## config.mk

```make
export PLATFORM = sky130hd
export DESIGN_NAME = dmx
export DESIGN_NICKNAME = d
export VERILOG_FILES = /design/src/rtl/dmx_pkg.sv /design/src/rtl/dmx_axis_skid.sv /design/src/rtl/dmx.sv
export SDC_FILE = /design/constraint.sdc
export NUM_CORES = 1
export LEC_CHECK = 0
export BUFFER_PORTS_ARGS = -buffer_cell sky130_fd_sc_hd__buf_4
export CORE_ASPECT_RATIO = 0.5
export CORE_MARGIN = 2
export CORE_UTILIZATION = 40
export CTS_CLUSTER_SIZE = 12
export DETAILED_ROUTE_END_ITERATION = 8
export PLACE_DENSITY = 0.59
export SYNTH_ARGS = -nofsm -noshare
export SYNTH_HDL_FRONTEND = slang
export SYNTH_HIERARCHICAL = 1
export SYNTH_SLANG_ARGS = --single-unit
```

## constraint.sdc

```tcl
create_clock -name clk -period 8.9 [get_ports clk]
set_input_delay 0.445 -clock clk [delete_from_list [all_inputs] [get_ports clk]]
set_output_delay 0.445 -clock clk [all_outputs]
set_load 0.02 [all_outputs]
```

## src/rtl/dmx_pkg.sv

```systemverilog
// Shared AXI4-Stream definitions for the tx distributor (dmx) and its rx
// counterpart (mxr): bus widths, destination-port field offset, the
// distributor FSM state type and the route decode helper.
package dmx_pkg;

    localparam int AXIS_DATA_W  = 64;
    localparam int AXIS_STRB_W  = 8;
    localparam int AXIS_USER_W  = 128;
    localparam int DST_PORT_OFS = 24;

    // One buffered beat: tdata, tstrb, tuser, tlast packed MSB to LSB.
    localparam int BEAT_W = AXIS_DATA_W + AXIS_STRB_W + AXIS_USER_W + 1;

    typedef enum logic [2:0] {
        ST_IDLE     = 3'd0,
        ST_FWD_A    = 3'd1,
        ST_FWD_D    = 3'd2,
        ST_FWD_BOTH = 3'd3,
        ST_DROP     = 3'd4
    } dmx_state_t;

    // Map the two one-hot destination bits of an SOP beat to a route.
    function automatic dmx_state_t route_decode(input logic dst_a, input logic dst_d);
        dmx_state_t r;
        case ({dst_a, dst_d})
            2'b10:   r = ST_FWD_A;
            2'b01:   r = ST_FWD_D;
            2'b11:   r = ST_FWD_BOTH;
            default: r = ST_DROP;
        endcase
        return r;
    endfunction

endpackage

```

## src/rtl/dmx_axis_skid.sv

```systemverilog
// axis_skid: two-entry registered AXI4-Stream slice.
// Ports:
//   clk, arst_n          clock, asynchronous active-low reset
//   wr_en, wr_beat       write strobe (already qualified by wr_ready) and beat
//   wr_ready             registered not-full flag (low while two beats held)
//   rd_valid, rd_beat    registered output handshake and payload
//   rd_ready             downstream ready
// The output register is always the oldest beat; the skid register holds the
// second beat only when the output is stalled. wr_ready is a pure flop, so
// there is no combinational path from rd_ready back to the writer.
module axis_skid
    import dmx_pkg::*;
#(
    parameter int W = BEAT_W
) (
    input  logic         clk,
    input  logic         arst_n,
    input  logic         wr_en,
    input  logic [W-1:0] wr_beat,
    output logic         wr_ready,
    output logic         rd_valid,
    output logic [W-1:0] rd_beat,
    input  logic         rd_ready
);

    logic         out_valid_r;
    logic [W-1:0] out_beat_r;
    logic         skid_valid_r;
    logic [W-1:0] skid_beat_r;
    logic         pop_s;

    assign pop_s    = out_valid_r & rd_ready;
    assign wr_ready = ~skid_valid_r;
    assign rd_valid = out_valid_r;
    assign rd_beat  = out_beat_r;

    // Output/skid register update: shift skid forward on pop, park a new beat in skid on stall.
    always_ff @(posedge clk or negedge arst_n) begin
        if (!arst_n) begin
            out_valid_r  <= 1'b0;
            out_beat_r   <= '0;
            skid_valid_r <= 1'b0;
            skid_beat_r  <= '0;
        end else begin
            case ({skid_valid_r, out_valid_r})
                2'b11: begin
                    if (pop_s) begin
                        out_beat_r   <= skid_beat_r;
                        skid_valid_r <= 1'b0;
                    end
                end
                2'b01: begin
                    if (pop_s && wr_en) begin
                        out_beat_r <= wr_beat;
                    end else if (pop_s) begin
                        out_valid_r <= 1'b0;
                    end else if (wr_en) begin
                        skid_beat_r  <= wr_beat;
                        skid_valid_r <= 1'b1;
                    end
                end
                2'b00: begin
                    if (wr_en) begin
                        out_beat_r  <= wr_beat;
                        out_valid_r <= 1'b1;
                    end
                end
                default: begin
                    // Skid full with empty output cannot occur; recover to empty.
                    out_valid_r  <= 1'b0;
                    skid_valid_r <= 1'b0;
                end
            endcase
        end
    end

endmodule

```

## src/rtl/dmx.sv

```systemverilog
// dmx: transmit-side packet distributor. Steers each whole packet of the DMA
// tx stream to MAC A, MAC D, both, or a drop sink, from the one-hot
// destination bits of the SOP beat's tuser.
// Ports:
//   clk, arst_n                       pcie clock, asynchronous active-low reset
//   s_axis_*                          input stream from the DMA engine
//   m_axis_A_*, m_axis_D_*            output streams to the two MACs
//   drop_cnt                          number of dropped packets (wraps)
module dmx
    import dmx_pkg::*;
#(
    parameter int DST_A_BIT = DST_PORT_OFS,
    parameter int DST_D_BIT = DST_PORT_OFS + 6
) (
    input  logic                   clk,
    input  logic                   arst_n,
    input  logic [AXIS_DATA_W-1:0] s_axis_tdata,
    input  logic [AXIS_STRB_W-1:0] s_axis_tstrb,
    input  logic [AXIS_USER_W-1:0] s_axis_tuser,
    input  logic                   s_axis_tvalid,
    input  logic                   s_axis_tlast,
    output logic                   s_axis_tready,
    output logic [AXIS_DATA_W-1:0] m_axis_A_tdata,
    output logic [AXIS_STRB_W-1:0] m_axis_A_tstrb,
    output logic [AXIS_USER_W-1:0] m_axis_A_tuser,
    output logic                   m_axis_A_tvalid,
    output logic                   m_axis_A_tlast,
    input  logic                   m_axis_A_tready,
    output logic [AXIS_DATA_W-1:0] m_axis_D_tdata,
    output logic [AXIS_STRB_W-1:0] m_axis_D_tstrb,
    output logic [AXIS_USER_W-1:0] m_axis_D_tuser,
    output logic                   m_axis_D_tvalid,
    output logic                   m_axis_D_tlast,
    input  logic                   m_axis_D_tready,
    output logic [31:0]            drop_cnt
);

    dmx_state_t        state_r;
    dmx_state_t        route_s;
    logic              to_a_s;
    logic              to_d_s;
    logic              ready_s;
    logic              accept_s;
    logic              rdy_a_s;
    logic              rdy_d_s;
    logic [BEAT_W-1:0] in_beat_s;
    logic [BEAT_W-1:0] a_beat_s;
    logic [BEAT_W-1:0] d_beat_s;
    logic [31:0]       drop_cnt_r;

    assign in_beat_s = {s_axis_tdata, s_axis_tstrb, s_axis_tuser, s_axis_tlast};

    // Effective route: decoded from the SOP beat in IDLE, otherwise held by the FSM.
    always_comb begin
        route_s = ST_IDLE;
        if (state_r == ST_IDLE) begin
            route_s = route_decode(s_axis_tuser[DST_A_BIT], s_axis_tuser[DST_D_BIT]);
        end else begin
            route_s = state_r;
        end
    end

    // Input ready and per-slice write enables for the effective route.
    always_comb begin
        ready_s = 1'b0;
        to_a_s  = 1'b0;
        to_d_s  = 1'b0;
        case (route_s)
            ST_FWD_A: begin
                ready_s = rdy_a_s;
                to_a_s  = 1'b1;
            end
            ST_FWD_D: begin
                ready_s = rdy_d_s;
                to_d_s  = 1'b1;
            end
            ST_FWD_BOTH: begin
                // Broadcast only moves when both slices have room.
                ready_s = rdy_a_s & rdy_d_s;
                to_a_s  = 1'b1;
                to_d_s  = 1'b1;
            end
            ST_DROP: begin
                ready_s = 1'b1;
            end
            default: begin
                ready_s = 1'b0;
            end
        endcase
    end

    // Ready is forced low while reset is asserted.
    assign s_axis_tready = ready_s & arst_n;
    assign accept_s      = s_axis_tvalid & s_axis_tready;

    // Packet FSM and drop counter: route latched at SOP, released on accepted tlast.
    always_ff @(posedge clk or negedge arst_n) begin
        if (!arst_n) begin
            state_r    <= ST_IDLE;
            drop_cnt_r <= 32'd0;
        end else if (accept_s) begin
            if (s_axis_tlast) begin
                state_r <= ST_IDLE;
            end else begin
                state_r <= route_s;
            end
            if ((state_r == ST_IDLE) && (route_s == ST_DROP)) begin
                drop_cnt_r <= drop_cnt_r + 32'd1;
            end
        end
    end

    assign drop_cnt = drop_cnt_r;

    axis_skid #(.W(BEAT_W)) u_skid_a (
        .clk      (clk),
        .arst_n   (arst_n),
        .wr_en    (accept_s & to_a_s),
        .wr_beat  (in_beat_s),
        .wr_ready (rdy_a_s),
        .rd_valid (m_axis_A_tvalid),
        .rd_beat  (a_beat_s),
        .rd_ready (m_axis_A_tready)
    );

    axis_skid #(.W(BEAT_W)) u_skid_d (
        .clk      (clk),
        .arst_n   (arst_n),
        .wr_en    (accept_s & to_d_s),
        .wr_beat  (in_beat_s),
        .wr_ready (rdy_d_s),
        .rd_valid (m_axis_D_tvalid),
        .rd_beat  (d_beat_s),
        .rd_ready (m_axis_D_tready)
    );

    assign {m_axis_A_tdata, m_axis_A_tstrb, m_axis_A_tuser, m_axis_A_tlast} = a_beat_s;
    assign {m_axis_D_tdata, m_axis_D_tstrb, m_axis_D_tuser, m_axis_D_tlast} = d_beat_s;

endmodule

```

# Yosys cells after proc, flatten, opt, wreduce, memory -nomap -nowiden
# Index checks and enable logic that the tools add are counted.
classes:
  multipliers: 0
  n_eq_ne: 25
  shift: 0
  n_lt_le_gt_ge: 0
  add_sub_neg: 1
  n_div: 0
  n_mux: 28
  reduce_logical: 19
  bitwise: 17
op_table:
  columns: ["operator", "count"]
  rows:
  - ["201-bit 2-to-1 mux", 6]
  - ["201-bit one-hot mux with 3 select lines", 2]
  - ["32-bit by 1-bit adder with 32-bit output, second input constant", 1]
  - ["4-bit AND reduction", 6]
  - ["2-bit by 1-bit inequality test with 1-bit output, second input constant", 10]
  - ["1-bit 2-to-1 mux", 12]
  - ["1-bit one-hot mux with 3 select lines", 4]
  - ["1-bit inverter", 10]
  - ["5-bit AND reduction", 2]
  - ["3-bit one-hot mux with 3 select lines", 1]
  - ["2-bit == test, second input constant", 4]
  - ["2-bit inequality test, second input constant", 4]
  - ["1-bit AND", 7]
  - ["2-bit by 1-bit == test with 1-bit output, second input constant", 3]
  - ["3-bit by 2-bit == test with 1-bit output, second input constant", 2]
  - ["3-bit 2-to-1 mux", 2]
  - ["3-bit nonzero test", 2]
  - ["2-bit logical NOT", 2]
  - ["1-bit one-hot mux with 4 select lines", 1]
  - ["2-bit OR reduction", 2]
  - ["3-bit by 1-bit == test with 1-bit output, second input constant", 1]
  - ["3-bit == test, second input constant", 1]
  - ["1-bit logical AND", 3]
  - ["3-bit logical NOT", 1]
  - ["2-bit AND reduction", 1]
totals:
  out_inout_bits: 437
  inputBits: 206
  mem_bits_rw: 0
  latch_bits: 0
  regBits: 843
  mem_bits_ro: 0
  memories: 0

# Depth between registers and ports, before layout
logic_depth:
  word_depth: 12
  ltp_mapped: 12

# Hierarchy
# Netlist, hierarchy kept.
modules_own_cells:
  columns: ["mod", "n_inst", "cells_per_inst", "area_each_um2"]
  rows:
  - ["axis_skid at u_skid_d", 1, 1095, 17719.5]
  - ["axis_skid at u_skid_a", 1, 1097, 17433.0]
  - ["dmx", 1, 178, 1795.5]

# Worst setup path after synthesis
# Ideal clock, no wire load.
synth_timing:
  path_type: "register -> register"
  from: "register u_skid_d.skid_valid_r"
  to: "register u_skid_a.out_beat_r[147] (netlist: u_skid_a/rd_beat[147])"
  t_required_ns: 8.775
  t_arrival_ns: 2.920
  path_stages_with_launch: 13
  period_less_slack_ns: 3.044
  n_path_buf: 4
  path_slack_ns: 5.856
  setup_ns: 0.125
  cell_sequence: "dfrtp_1 buf_2 buf_1 inv_1 nor2b_1 o21bai_1 a32oi_1 nor2_1 nand3_1 a2111oi_2 buf_2 buf_4 mux2_2"
synth_via:
  elab_chain_len: 9
  elab_cells_between_ends: 10
synth_rtl:
  columns: ["element", "line", "rtl"]
  rows:
  - ["start: declaration", "dmx_axis_skid.sv:28", "logic skid_valid_r;"]
  - ["start signal: assignment", "dmx_axis_skid.sv:42", "skid_valid_r <= 1'b0;"]
  - ["start signal: assignment", "dmx_axis_skid.sv:49", "skid_valid_r <= 1'b0;"]
  - ["start signal: assignment", "dmx_axis_skid.sv:59", "skid_valid_r <= 1'b1;"]
  - ["1-bit inverter (*)", "dmx_axis_skid.sv:33", "assign wr_ready = ~skid_valid_r;"]
  - ["net rdy_d_s", "dmx.sv:45", "logic rdy_d_s;"]
  - ["1-bit AND", "dmx.sv:79", "ready_s = rdy_a_s & rdy_d_s;"]
  - ["1-bit one-hot mux with 4 select lines (*)", "dmx.sv:68", "case (route_s)"]
  - ["1-bit AND (*)", "dmx.sv:93", "assign s_axis_tready = ready_s & arst_n;"]
  - ["1-bit AND (*)", "dmx.sv:94", "assign accept_s = s_axis_tvalid & s_axis_tready;"]
  - ["1-bit AND (*)", "dmx.sv:118", ".wr_en (accept_s & to_a_s),"]
  - ["1-bit logical AND", "dmx_axis_skid.sv:53", "if (pop_s && wr_en) begin"]
  - ["2-bit by 1-bit inequality test with 1-bit output (no source line)", null, null]
  - ["4-bit AND reduction (no source line) (*)", null, null]
  - ["end signal: assignment", "dmx_axis_skid.sv:48", "out_beat_r <= skid_beat_r;"]
  - ["end signal: assignment", "dmx_axis_skid.sv:54", "out_beat_r <= wr_beat;"]
  - ["end signal: assignment", "dmx_axis_skid.sv:64", "out_beat_r <= wr_beat;"]
  - ["end: declaration", "dmx_axis_skid.sv:27", "logic [W-1:0] out_beat_r;"]
# Mark *: on every way through the listed nets, which the timed path passes. The rest lies on a longest branch.
# A chain may end at the register's enable or synchronous reset.

# Worst setup path in the final report
layout_timing:
  from: "register u_skid_d.skid_valid_r"
  to: "register u_skid_a.out_beat_r[115] (netlist: u_skid_a/rd_beat[115])"
# Same word-level chain as after synthesis.

==> impl_metrics.py <==
metrics = {
    "power": {
        "powerDensity_nw_per_um2": 377,
        "power_mw": 17.6,
        "p_leak_nw": 21.7,
        "ir_worst_vdd_v": 0.000276,
    },
    "sta": {
        "tightest_slew_ns": 1.22,
        "worst_slack_ns": 4.15,
        "fin_crit_sh": 0.534,
        "maxSlewViolCount": 0,
        "finalHoldViolCount": 0,
        "max_slew_margin": 0.183,
        "whs_ns": 0.0583,
        "fin_crit_ns": 4.75,
        "fmax_ghz": 0.211,
        "skew_ns": 0.0211,
        "rsz0062_at_grt": "no",
        "setup_viol": 0,
        "setup_tns_ns": 0,
    },
    "clock_tree": {
        "cts.clk_slew.worst_paths_ns": 0.06,
        "cts_buffers": 82,
        "max-clock-path-buffers": 3,
        "cts-root-buf": "clkbuf_16",
        "ctsResizeCount": 0,
        "htree_levels": 3,
        "clock_latency_ns": 0.67,
        "post_cts_buffers": 0,
        "cts_sinks": 843,
        "cts_tree": "yes",
    },
    "logic_synthesis": {
        "yosys_warnings": 6,
        "synth_seq_cells": 843,
        "syn_area_per_cell_sq_um": 15.6,
        "synth.distinct_cells": 48,
        "synthCells": 2370,
        "synth-seq-area-share": 0.571,
        "ys.flop_type": "dfrtp_1",
        "syn_nets": 2587,
        "syn-cell-area_sq_um": 36900,
        "synthArstFlopShare": 1.00,
        "synth_edf_count": 0,
    },
    "final_layout": {
        "final_util": 0.514,
        "final_nets": 3385,
        "drive_gt1_frac": 0.490,
        "fin_cells": 4442,
        "syn_to_final_growth_pct": 26.6,
        "stdcell_area_sq_um": 46800,
    },
    "critical_path": {
        "cp_slowest_stage_delay_ns": 0.87,
        "crit_buf_inv": 3,
        "worstPathCellList": "inv_1 > nor2b_1 > o21bai_1 > a32oi_1 > nor2_1 > nand3_1 > a2111oi_4 > buf_4 > buf_4 > mux2_1",
        "cp.arrival_ns": 5.29,
        "crit_fanout": 59,
        "crit_path_end_kind": "flip-flop",
        "path_common_cell": "buf_4",
        "startpoint_type": "flip-flop",
        "critical-path-top-delay-family": "buffers and inverters",
        "worstSetupPathType": "flip-flop to flip-flop",
        "required_ns": 9.44,
        "crit_slowest_cell": "buf_4",
    },
    "placed_design": {
        "postPlaceCellArea_sq_um": 42600,
        "pre_cts_ws_ns": 4.12,
        "dp_hpwl_mm": 62.9,
        "place_congestion": 0.803,
        "numPortBuffers": 642,
        "placed_cells": 4145,
    },
    "die": {
        "rows": 78,
        "dieArea_sq_um": 95000,
        "fp.dieW_microns": 434,
        "pin_count": 643,
        "dieHeight_microns": 219,
        "core_area_sq_um": 91100,
        "start_util": 0.406,
    },
    "global_route": {
        "grt_pass1_wl_mm": 146,
        "grt_max_degree": 149,
        "grt_use_total": 0.201,
        "antenna_found_initial": 5,
        "grt_pass1_vias": 23400,
        "grt_overflow_total": 0,
    },
    "hold_path": {
        "hp-class": "input port to flip-flop",
    },
    "detailed_routing": {
        "firstDrtPassIters": 4,
        "vias_per_cell": 5.00,
        "routed_wirelength_mm": 96.4,
        "wl_met3_mm": 2.62,
        "num_vias": 22200,
        "ant_nets": 0,
        "drtIter0Drc": 803,
        "met2_length_mm": 50.6,
        "highest-signal-layer": "met4",
        "wl_per_cell_microns": 21.7,
        "met1_length_mm": 38.8,
        "drc": 0,
    },
    "status": {
        "status": "complete, no violations",
    },
    "flow_run": {
        "maxCapViolations": 0,
    },
}
[metal layers]
layer	vias to the layer above	track usage
li1	10100	-
met1	11600	0.241
met2	310	0.357
met3	176	0.0312
met4	0	0.0930
met5	-	0
[synth_stat cells, drive strengths merged (2+ instances only)]
cell type	n	area share
nand2	17	0.0017
a31oi	4	0.00068
or3	2	0.00034
nand4	13	0.0022
o21ai	3	0.00041
inv	9	0.00091
and3	3	0.00051
nor2	9	0.00091
clkbuf	44	0.0045
xnor2	13	0.0031
ha	11	0.0037
or4	2	0.00041
a211oi	3	0.00061
nor3b	2	0.00041
buf	91	0.022
and2	3	0.00051
nor2b	10	0.0017
nand3b	2	0.00041
o21bai	4	0.00081
xor2	17	0.0040
a21oi	2	0.00027
nor3	14	0.0019
and4	4	0.00095
nand3	16	0.0022
nor4	8	0.0019
dfrtp	843	0.57
mux2	1208	0.37
[worst reg2reg max path: cells and delay by family (launching register included)]
family | cells | cell delay (ns)
buffers and inverters | 3 | 1.94
multiplexers | 1 | 0.50
flip-flops | 1 | 0.73
AO/OA/AOI/OAI | 3 | 0.87
AND/OR/NAND/NOR | 3 | 0.58
[layout make-up]
| class | instances | area, sq um |
|---|---|---|
| Fill cell | 7874 | 44300 |
| Sequential cell | 843 | 21100 |
| Multi-Input combinational cell | 1383 | 14900 |
| Timing Repair Buffer | 849 | 6880 |
| Clock buffer | 107 | 2270 |
| Tap cell | 1240 | 1550 |
| Clock inverter | 6 | 70.1 |
| Inverter | 9 | 33.8 |
| Antenna cell | 5 | 12.5 |
[flip-flops by register name (all words and copies together) (netlist names)]
| name | flops |
|---|---|
| u_skid_a/skid_valid_r | 1 |
| u_skid_a/rd_beat | 201 |
| state_r | 3 |
| u_skid_d/skid_valid_r | 1 |
| u_skid_d/skid_beat_r | 201 |
| u_skid_d/rd_beat | 201 |
| u_skid_a/skid_beat_r | 201 |
| drop_cnt | 32 |
| u_skid_a/rd_valid | 1 |
| u_skid_d/rd_valid | 1 |
[final timing paths]
path,from,endpoint,slack (ns),depth (start not counted)
worst max-delay path,u_skid_d/skid_valid_r,u_skid_a/rd_beat[115],4.15,10
worst min-delay path,s_axis_tuser[85],u_skid_a/skid_beat_r[86],0.06,2
worst max register to register,u_skid_d/skid_valid_r,u_skid_a/rd_beat[115],4.15,10
worst min register to register,drop_cnt[31],drop_cnt[31],0.47,1
max in group asynchronous,arst_n,u_skid_a/rd_beat[102],5.30,5
min in group asynchronous,arst_n,u_skid_d/skid_beat_r[186],0.37,2
[kinds of logic (layout without fill, tap and decap cells)]
| group | after synthesis | count (layout) | share of synthesized area |
|---|---|---|---|
| adder cells (fa/ha/maj) | 11 | 11 | 0.00372 |
| XOR/XNOR | 30 | 30 | 0.00711 |
| AO/OA/AOI/OAI | 26 | 26 | 0.00569 |
| multiplexers | 1208 | 1208 | 0.368 |
| buffers and inverters | 144 | 971 | 0.0276 |
| other | 0 | 5 | 0 |
| AND/OR/NAND/NOR | 108 | 108 | 0.0167 |
| flip-flops | 843 | 843 | 0.571 |
[timing repair]
item | 4_1_cts | 5_1_grt
hold endpoints to repair | 408 | 0
hold buffers | 179 | 0
setup endpoints to repair | 0 | 0
[where the power goes]
part           internal, mW  switching, mW  total (mW)  leakage [nW]
logic                  3.90           3.88        7.79          9.88
registers              5.61          0.973        6.58          10.6
clock network          1.77           1.47        3.24          1.14
total                  11.3           6.33        17.6          21.7
[layout by cell type, fill, tap and decap left out, types with 4 or more instances in the layout]
cell type / count
inv_1: 9
clkbuf_8: 8
and4_1: 4
a31oi_1: 4
mux2_1: 417
ha_1: 11
diode_2: 5
buf_12: 4
buf_4: 665
nor2_1: 8
xnor2_1: 13
clkbuf_1: 15
mux2_2: 791
nand4_1: 13
o21bai_1: 4
inv_6: 4
nor4_1: 6
nor3_1: 14
nor2b_1: 10
dfrtp_1: 841
nand2_1: 17
dlygate4sd3_1: 179
xor2_1: 17
nand3_1: 16
clkbuf_16: 84
No activity file was read; power rests on OpenSTA's default activity.
